### config.mk
export PLATFORM = sky130hd
export DESIGN_NAME = multicycle_adder
export DESIGN_NICKNAME = d
export VERILOG_FILES = /design/src/rtl/multicycle_adder.sv
export SDC_FILE = /design/constraint.sdc
export NUM_CORES = 1
export LEC_CHECK = 0
export ABC_AREA = 1
export BUFFER_PORTS_ARGS = -buffer_cell sky130_fd_sc_hd__buf_2
export CAP_MARGIN = 20
export CORE_UTILIZATION = 40
export DETAILED_ROUTE_END_ITERATION = 8
export PLACE_DENSITY = 0.6
export SYNTH_ARGS = -nofsm -noshare
export SYNTH_HDL_FRONTEND = slang
export SYNTH_SLANG_ARGS = --single-unit
export TNS_END_PERCENT = 20
### constraint.sdc
create_clock -name i_clk -period 4.3 [get_ports i_clk]
set_input_delay 0.86 -clock i_clk [delete_from_list [all_inputs] [get_ports i_clk]]
set_output_delay 0.86 -clock i_clk [all_outputs]
set_load 0.03 [all_outputs]
### src/rtl/multicycle_adder.sv
// Chunk-serial adder/subtractor: CHUNK bits per cycle, done pulses the cycle after the last chunk (N+1 edges from start).
// No backpressure: start is taken whenever not busy, ignored during RUN; results hold until the next completion.
module multicycle_adder #(
  parameter int WIDTH = 16,
  parameter int CHUNK = 4
) (
  input  logic             i_clk,
  input  logic             i_rst,
  input  logic             i_start,
  input  logic [WIDTH-1:0] i_a,
  input  logic [WIDTH-1:0] i_b,
  input  logic             i_carry_in,
  input  logic             i_sub,
  output logic             o_busy,
  output logic             o_done,
  output logic [WIDTH-1:0] o_sum,
  output logic             o_overflow,
  output logic             o_signed_ovf
);

  localparam int N  = WIDTH / CHUNK;
  localparam int KW = (N > 1) ? $clog2(N) : 1;

  typedef enum logic [1:0] {
    S_IDLE = 2'd0,
    S_RUN  = 2'd1,
    S_DONE = 2'd2
  } state_t;

  state_t           r_state;
  state_t           w_state_nxt;

  logic [WIDTH-1:0] r_a;
  logic [WIDTH-1:0] r_b;
  logic [WIDTH-1:0] r_work;
  logic [WIDTH-1:0] r_sum;
  logic [KW-1:0]    r_k;
  logic             r_carry;
  logic             r_a_msb;
  logic             r_b_msb;
  logic             r_ovf;
  logic             r_sovf;

  logic             w_accept;
  logic             w_last;
  logic [CHUNK:0]   w_chunk_sum;
  logic [WIDTH-1:0] w_work_nxt;
  logic             w_sovf;

  assign w_accept = i_start && (r_state != S_RUN);
  assign w_last   = (r_k == KW'(N - 1));

  // Operands shift right each cycle so the active chunk is always the low CHUNK bits;
  // b is stored already inverted for subtraction.
  assign w_chunk_sum = {1'b0, r_a[CHUNK-1:0]} + {1'b0, r_b[CHUNK-1:0]} + {{CHUNK{1'b0}}, r_carry};
  assign w_work_nxt  = WIDTH'({w_chunk_sum[CHUNK-1:0], r_work} >> CHUNK);
  assign w_sovf      = (r_a_msb == r_b_msb) && (w_work_nxt[WIDTH-1] != r_a_msb);

  always_ff @(posedge i_clk) begin
    if (i_rst) begin
      r_state <= S_IDLE;
    end else begin
      r_state <= w_state_nxt;
    end
  end

  always_comb begin
    w_state_nxt = r_state;
    case (r_state)
      S_IDLE:  w_state_nxt = i_start ? S_RUN : S_IDLE;
      S_RUN:   w_state_nxt = w_last ? S_DONE : S_RUN;
      S_DONE:  w_state_nxt = i_start ? S_RUN : S_IDLE;
      default: w_state_nxt = S_IDLE;
    endcase
  end

  always_comb begin
    o_busy = (r_state == S_RUN);
    o_done = (r_state == S_DONE);
  end

  always_ff @(posedge i_clk) begin
    if (i_rst) begin
      r_a     <= '0;
      r_b     <= '0;
      r_work  <= '0;
      r_sum   <= '0;
      r_k     <= '0;
      r_carry <= 1'b0;
      r_a_msb <= 1'b0;
      r_b_msb <= 1'b0;
      r_ovf   <= 1'b0;
      r_sovf  <= 1'b0;
    end else if (w_accept) begin
      r_a     <= i_a;
      r_b     <= i_sub ? ~i_b : i_b;
      r_a_msb <= i_a[WIDTH-1];
      r_b_msb <= i_sub ? ~i_b[WIDTH-1] : i_b[WIDTH-1];
      r_carry <= i_sub ? ~i_carry_in : i_carry_in;
      r_k     <= '0;
    end else if (r_state == S_RUN) begin
      r_a     <= r_a >> CHUNK;
      r_b     <= r_b >> CHUNK;
      r_work  <= w_work_nxt;
      r_carry <= w_chunk_sum[CHUNK];
      r_k     <= r_k + KW'(1);
      if (w_last) begin
        r_sum  <= w_work_nxt;
        r_ovf  <= w_chunk_sum[CHUNK];
        r_sovf <= w_sovf;
      end
    end
  end

  assign o_sum        = r_sum;
  assign o_overflow   = r_ovf;
  assign o_signed_ovf = r_sovf;

endmodule

==> reports/metrics.yaml, run 1 <==
htree_levels: 3
finalPower_mw: 1.497
dp_hpwl_mm: 4.359
drv_cap: 0
worstPathMaxFanout: 33
pre_cts_ws_ns: 1.983
synth_area_per_cell_um2: 7.777
hold_violations: 0
detail-route-antenna-nets: 0
rsz0062_at_grt: "false"
path_clk_slew_ns: 0.08
finClkSkew_ns: 0.004405
synth_edf_count: 0
tns_ns: 0
synth-async-reset-ratio: 0
vias: 2534
rows: 31
clock_path_buffers: 2
wire_per_inst_um: 11.76
postSynthCellCount: 389
dieWidth_um: 88.97
area_growth_pct: 16.67
layout_setup_ws_ns: 1.710
dieArea_um2: 7916
crit_path_start_kind: "flip-flop"
status: "complete, no violations"
insertion_delay_ns: 0.34
irDropWorstVdd_uv: 198.3
cts_tree: "yes"
post-route-min-period_ns: 2.590
cts_buffers: 9
dr.pass1.iters: 4
n_antenna_cell: 0
cp_num_buf_inv: 2
hold_ws_ns: 0.4654
grt_max_degree: 44
end_kind: "output port"
globalRouteTotalUtil: 0.1824
place.gp.congestion: 0.7889
cts.sinks: 69
crit_slowest_cell: "inv_2"
drt_iter0_drc: 106
io_buffer_count: 56
drc: 0
cellLeakagePower_nw: 1.651
path_delay_family: "buffers and inverters"
syn_area_um2: 3025
finalSetupViolations: 0
timing.final.crit_share: 0.6024
syn_nets: 432
synth-seq-cells: 69
cp_data_arrival_time_ns: 1.73
timing.fmax_ghz: 0.3861
cpPeakStageDelay_ns: 0.47
cts-root-buf: "clkbuf_8"
postCtsSetupBuffers: 0
worst_pin_slew_ns: 0.6383
critPathKind: "flip-flop to output port"
max_slew_margin: 0.5739
seq_area_frac_synth: 0.4566
fp.coreArea_um2: 7292
synth_ff_type: "dfxtp_1"
hold_path_class: "flip-flop to flip-flop"
first_global_vias: 2403
via_per_inst: 4.710
mostFrequentLayoutCells: "nand2_1, dfxtp_1, buf_2, inv_1, nor2_1"
yosys_warnings: 0
grt_overflow: 0
cp.required_ns: 3.44
antenna_found_initial: 0
drv_slew: 0
fillers: 768
power_density_nw_per_um2: 424.0
crit_chain: "nand2_4 > inv_2 > buf_2"
initial_core_util: 0.4149
pin_count: 57
nets: 477
grt_pass1_wl_mm: 10.95
wl_mm: 6.325
postCtsHoldBufs: 0
ys_types: 30
die_y_um: 88.97
drive_gt1_frac: 0.1959
post_cts_resized: 0
final_common_cell: "nand2_1"
where the power goes:
part	internal (mW)	switching [mW]
Clock	0.388	0.258
Combinational	0.0593	0.102
Sequential	0.672	0.0178
Total	1.12	0.377
final cells by class:
cell class / count / area [um^2] / share of cell area
timing repair buffer: 56 / 280.3 / 0.07940
sequential: 69 / 1381 / 0.3913
tap: 99 / 123.9 / 0.03509
inverter: 42 / 157.7 / 0.04466
clock inverter: 7 / 122.6 / 0.03474
clock buffer: 9 / 123.9 / 0.03509
multi-input combinational: 256 / 1340 / 0.3797
cells in the mapped netlist, types with 2 or more instances:
master      n  share of area
nand2_1   104           0.13
dfxtp_1    69           0.46
inv_1      35          0.043
nor2_1     33          0.041
o21ai_0    23          0.038
a21oi_1    20          0.033
nand3_1    18          0.030
xor2_1     17          0.049
a31oi_1    10          0.021
buf_4       7          0.017
inv_2       7         0.0087
buf_2       6         0.0099
o211ai_1    5          0.012
buf_6       4          0.015
ha_1        4          0.017
buf_1       3         0.0037
nand2_4     3          0.011
o221ai_1    3         0.0087
clkbuf_1    2         0.0025
fa_1        2          0.013
o21a_1      2         0.0050
o221ai_2    2         0.0099
o22ai_1     2         0.0041
xnor2_1     2         0.0058
metal layers:
metal | part of all wire | vias up | wire (um) | track usage
li1 | - | 1336 | - | -
met1 | 0.50 | 1123 | 3145 | 0.2397
met2 | 0.44 | 63 | 2774 | 0.2860
met3 | 0.043 | 12 | 269 | 0.03786
met4 | 0.021 | 0 | 135 | 0.09091
met5 | 0 | - | 0 | 0
stage by stage:
step / std cells / util / cell area (um^2)
CTS: 538 / 0.4840 / 3530
detailed placement: 522 / 0.4502 / 3283
global route: 538 / 0.4840 / 3530
global placement: 522 / 0.4502 / 3283
finish: 538 / 0.4840 / 3530
floorplan: 389 / - / 3025
cell families (layout without fill, tap and decap cells):
| kind of cell | after synthesis | in the layout | share of synthesized area |
|---|---|---|---|
| AOI/OAI and AO/OA | 71 | 71 | 0.1414 |
| xor gates and xnor gates | 19 | 19 | 0.05500 |
| adders and majority gates | 6 | 6 | 0.02978 |
| buffers and inverters | 64 | 114 | 0.1005 |
| DFF | 69 | 69 | 0.4566 |
| and+or+nand+nor | 160 | 160 | 0.2167 |
worst min-delay path: stages (launching register included):
cell and delay [ns]:
dfxtp_1 0.33, nand2_1 0.06, nand2_1 0.04
flip-flops by register name, summed over array words and instances, names as in the netlist:
name / cells
o_signed_ovf: 1
r_state: 2
r_b: 16
r_a_msb: 1
r_work: 12
r_a: 16
r_b_msb: 1
o_sum: 16
r_k: 2
o_overflow: 1
r_carry: 1
final timing paths:
path | startpoint | end | slack [ns] | depth (start not counted)
worst max-delay path | r_state[0] | o_busy | 1.71 | 3
worst min-delay path | r_work[14] | o_sum[10] | 0.47 | 2
worst max register to register | r_a[0] | o_sum[14] | 2.47 | 6
worst min register to register | r_work[14] | o_sum[10] | 0.47 | 2
Power figures use the tool's default switching activity.
==> inputs of run 2 (changes only) <==
--- a/config.mk
+++ b/config.mk
@@ -5,7 +5,7 @@
 export SDC_FILE = /design/constraint.sdc
 export NUM_CORES = 1
 export LEC_CHECK = 0
-export ABC_AREA = 1
+export ABC_AREA = 0
 export BUFFER_PORTS_ARGS = -buffer_cell sky130_fd_sc_hd__buf_2
 export CAP_MARGIN = 20
 export CORE_UTILIZATION = 40
==> constraint.sdc (replaced) <==
create_clock -name i_clk -period 2.7 [get_ports i_clk]
set_input_delay 0.54 -clock i_clk [delete_from_list [all_inputs] [get_ports i_clk]]
set_output_delay 0.54 -clock i_clk [all_outputs]
set_load 0.03 [all_outputs]
==> reports/metrics.yaml, run 2 <==
htree_levels: 3  # unchanged
io_buffer_count: 56  # unchanged
drv_cap: 0  # unchanged
dr.pass1.iters: 4  # unchanged
wire_per_inst_um: 12.15  # +3.3%
nets: 433  # -9.2%
r2r-start: "r_a[0]"
final_cells: 491  # -8.7%
cts.sinks: 69  # unchanged
path_delay_family: "buffers and inverters"
hold_violations: 0  # unchanged
yosys_warnings: 0  # unchanged
ys_types: 31  # +3.3%
layout_setup_ws_ns: 0.5384  # -1.171 ns
grt_max_degree: 58  # +32%
postCtsHoldBufs: 0  # unchanged
status: "complete, no violations"
mostFrequentLayoutCells: "dfxtp_1, nor2_1, buf_2, nand2_1, a21oi_1"
grt_overflow: 0  # unchanged
critPathKind: "flip-flop to output port"
vias: 2416  # -4.7%
hold_path_class: "input port to flip-flop"
post_cts_resized: 0  # unchanged
power_density_nw_per_um2: 671.8  # +58%
tns_ns: 0  # unchanged
regToRegSetupSlack_ns: 0.69  # -1.78 ns
cp_data_arrival_time_ns: 1.62  # -0.11 ns
cts_tree: "yes"
synth-seq-cells: 69  # unchanged
fillers: 676  # -12%
synth_most_common_cell: "dfxtp_1"
cts-root-buf: "clkbuf_8"
final_common_cell: "dfxtp_1"
pre_cts_ws_ns: 0.7081  # -1.275 ns
synth.top_cell.area_share: 0.4698  # +0.01321
die_y_um: 87.74  # -1.4%
post-route-min-period_ns: 2.162
syn_nets: 389  # -10%
path_depth: 4  # +1
grt_pass1_wl_mm: 9.942  # -9.2%
n_antenna_cell: 0  # unchanged
synth_area_per_cell_um2: 8.498  # +9.3%
area_growth_pct: 19.11
synth_edf_count: 0  # unchanged
drt_iter0_drc: 110  # +3.8%
max_slew_margin: 0.5436  # -0.03030
clock_path_buffers: 2  # unchanged
crit_chain: "nand2b_1 > inv_2 > buf_4 > buf_2"
crit_end: "o_busy"
seq_area_frac_synth: 0.4698  # +0.01321
syn_area_um2: 2940  # -2.8%
via_per_inst: 4.921  # +4.5%
crit_slowest_cell: "buf_4"
synthTopCellsByCount: "dfxtp_1, nor2_1, nand2_1"
reg2reg_to: "o_signed_ovf"
finalSetupViolations: 0  # unchanged
irDropWorstVdd_uv: 370.9  # +87%
crit_path_start_kind: "flip-flop"
dieArea_um2: 7697  # -2.8%
dieWidth_um: 87.74  # -1.4%
wl_mm: 5.965  # -5.7%
postSynthCellCount: 346  # -11%
path_clk_slew_ns: 0.08  # about the same
first_global_vias: 2208  # -8.1%
synth_top_cells_by_area: "dfxtp_1, a211oi_1, a21oi_1, nor2_1, nand2_1"
detail-route-antenna-nets: 0  # unchanged
pin_count: 57  # unchanged
place.gp.congestion: 0.7447  # -5.6%
cp.required_ns: 2.16  # -1.28 ns
reg2reg_depth: 6  # unchanged
drive_gt1_frac: 0.2000  # +0.004100
cp-startpoint: "r_state[1]"
worstPathMaxFanout: 28  # -15%
drc: 0  # unchanged
rsz0062_at_grt: "false"
synth-async-reset-ratio: 0  # unchanged
yosysTopAreaCell: "dfxtp_1"
cp_num_buf_inv: 3  # +1
cellLeakagePower_nw: 1.423  # -14%
cts_buffers: 9  # unchanged
timing.final.crit_share: 0.8006
rows: 30  # -3.2%
initial_core_util: 0.4234  # +0.008530
cpPeakStageDelay_ns: 0.34  # -0.13 ns
finClkSkew_ns: 0.005837  # +0.001432 ns
finalPower_mw: 2.353  # +57%
antenna_found_initial: 0  # unchanged
fp.coreArea_um2: 6944  # -4.8%
dp_hpwl_mm: 4.019  # -7.8%
synth_ff_type: "dfxtp_1"
worst_pin_slew_ns: 0.6847  # +0.04638 ns
dp_cells: 475  # -9.0%
globalRouteTotalUtil: 0.1680  # -0.01439
end_kind: "output port"
insertion_delay_ns: 0.35  # about the same
postCtsSetupBuffers: 0  # unchanged
drv_slew: 0  # unchanged
timing.fmax_ghz: 0.4626
[run 2: worst min-delay path by stage]
stage               from       end  slack [ns]  cells after the start
2_1_floorplan  r_work[4]  o_sum[0]        0.43                      2
3_3_place_gp    o_sum[1]  o_sum[1]        0.44                      2
3_5_place_dp    o_sum[3]  o_sum[3]        0.45                      2
4_1_cts          i_a[13]   r_a[13]        0.42                      3
5_1_grt          i_a[12]   r_a[12]        0.43                      3
6_report         i_a[12]   r_a[12]        0.43                      3
[run 2: through the flow]
step           hold slack, ns  instance area [um^2]    util
2_1_floorplan          0.4322                  2940       -
3_3_place_gp           0.4409                  3273  0.4714
3_5_place_dp           0.4460                  3273  0.4714
4_1_cts                0.4194                  3502  0.5043
5_1_grt                0.4320                  3502  0.5043
6_report               0.4317                  3502  0.5043
[run 2: area by class of cell]
class / count / area (um^2) / area share
flip-flops and latches: 69 / 1381 / 0.3944
clock inverters: 7 / 105.1 / 0.03001
multi-input cells: 242 / 1415 / 0.4041
repair buffers: 61 / 330.3 / 0.09432
inverters: 7 / 26.28 / 0.007503
well taps: 96 / 120.1 / 0.03430
clock buffers: 9 / 123.9 / 0.03537
[run 2: kinds of logic after synthesis]
| logic type | Yosys count | synth area share |
|---|---|---|
| flip-flops | 69 | 0.4698 |
| AO/OA/AOI/OAI | 82 | 0.1762 |
| buffers and inverters | 35 | 0.04893 |
| AND/OR/NAND/NOR | 120 | 0.1664 |
| adder cells (fa/ha/maj) | 6 | 0.03064 |
| XOR/XNOR | 18 | 0.05362 |
| multiplexers | 16 | 0.05447 |
[run 2: report_power, final]
part | total, mW | internal, mW | switching [mW]
logic | 0.283 | 0.123 | 0.160
registers | 1.11 | 1.07 | 0.0346
clock network | 0.962 | 0.536 | 0.426
total | 2.35 | 1.73 | 0.621
[run 2: worst reg2reg max path: cells and delay by family (launching register included)]
family / cells / cell delay, ns
and+or+nand+nor: 3 / 0.82
adders and majority gates: 1 / 0.44
DFF: 1 / 0.34
AOI/OAI and AO/OA: 1 / 0.26
buffers and inverters: 1 / 0.06
[run 2: metal layers]
metal  vias up  track usage  routed length [um]
met3         6      0.04618                 266
met2        52       0.2748                2671
li1       1262            -                   -
met4         0      0.06855                  57
met1      1096       0.2089                2970
met5         -            0                   0
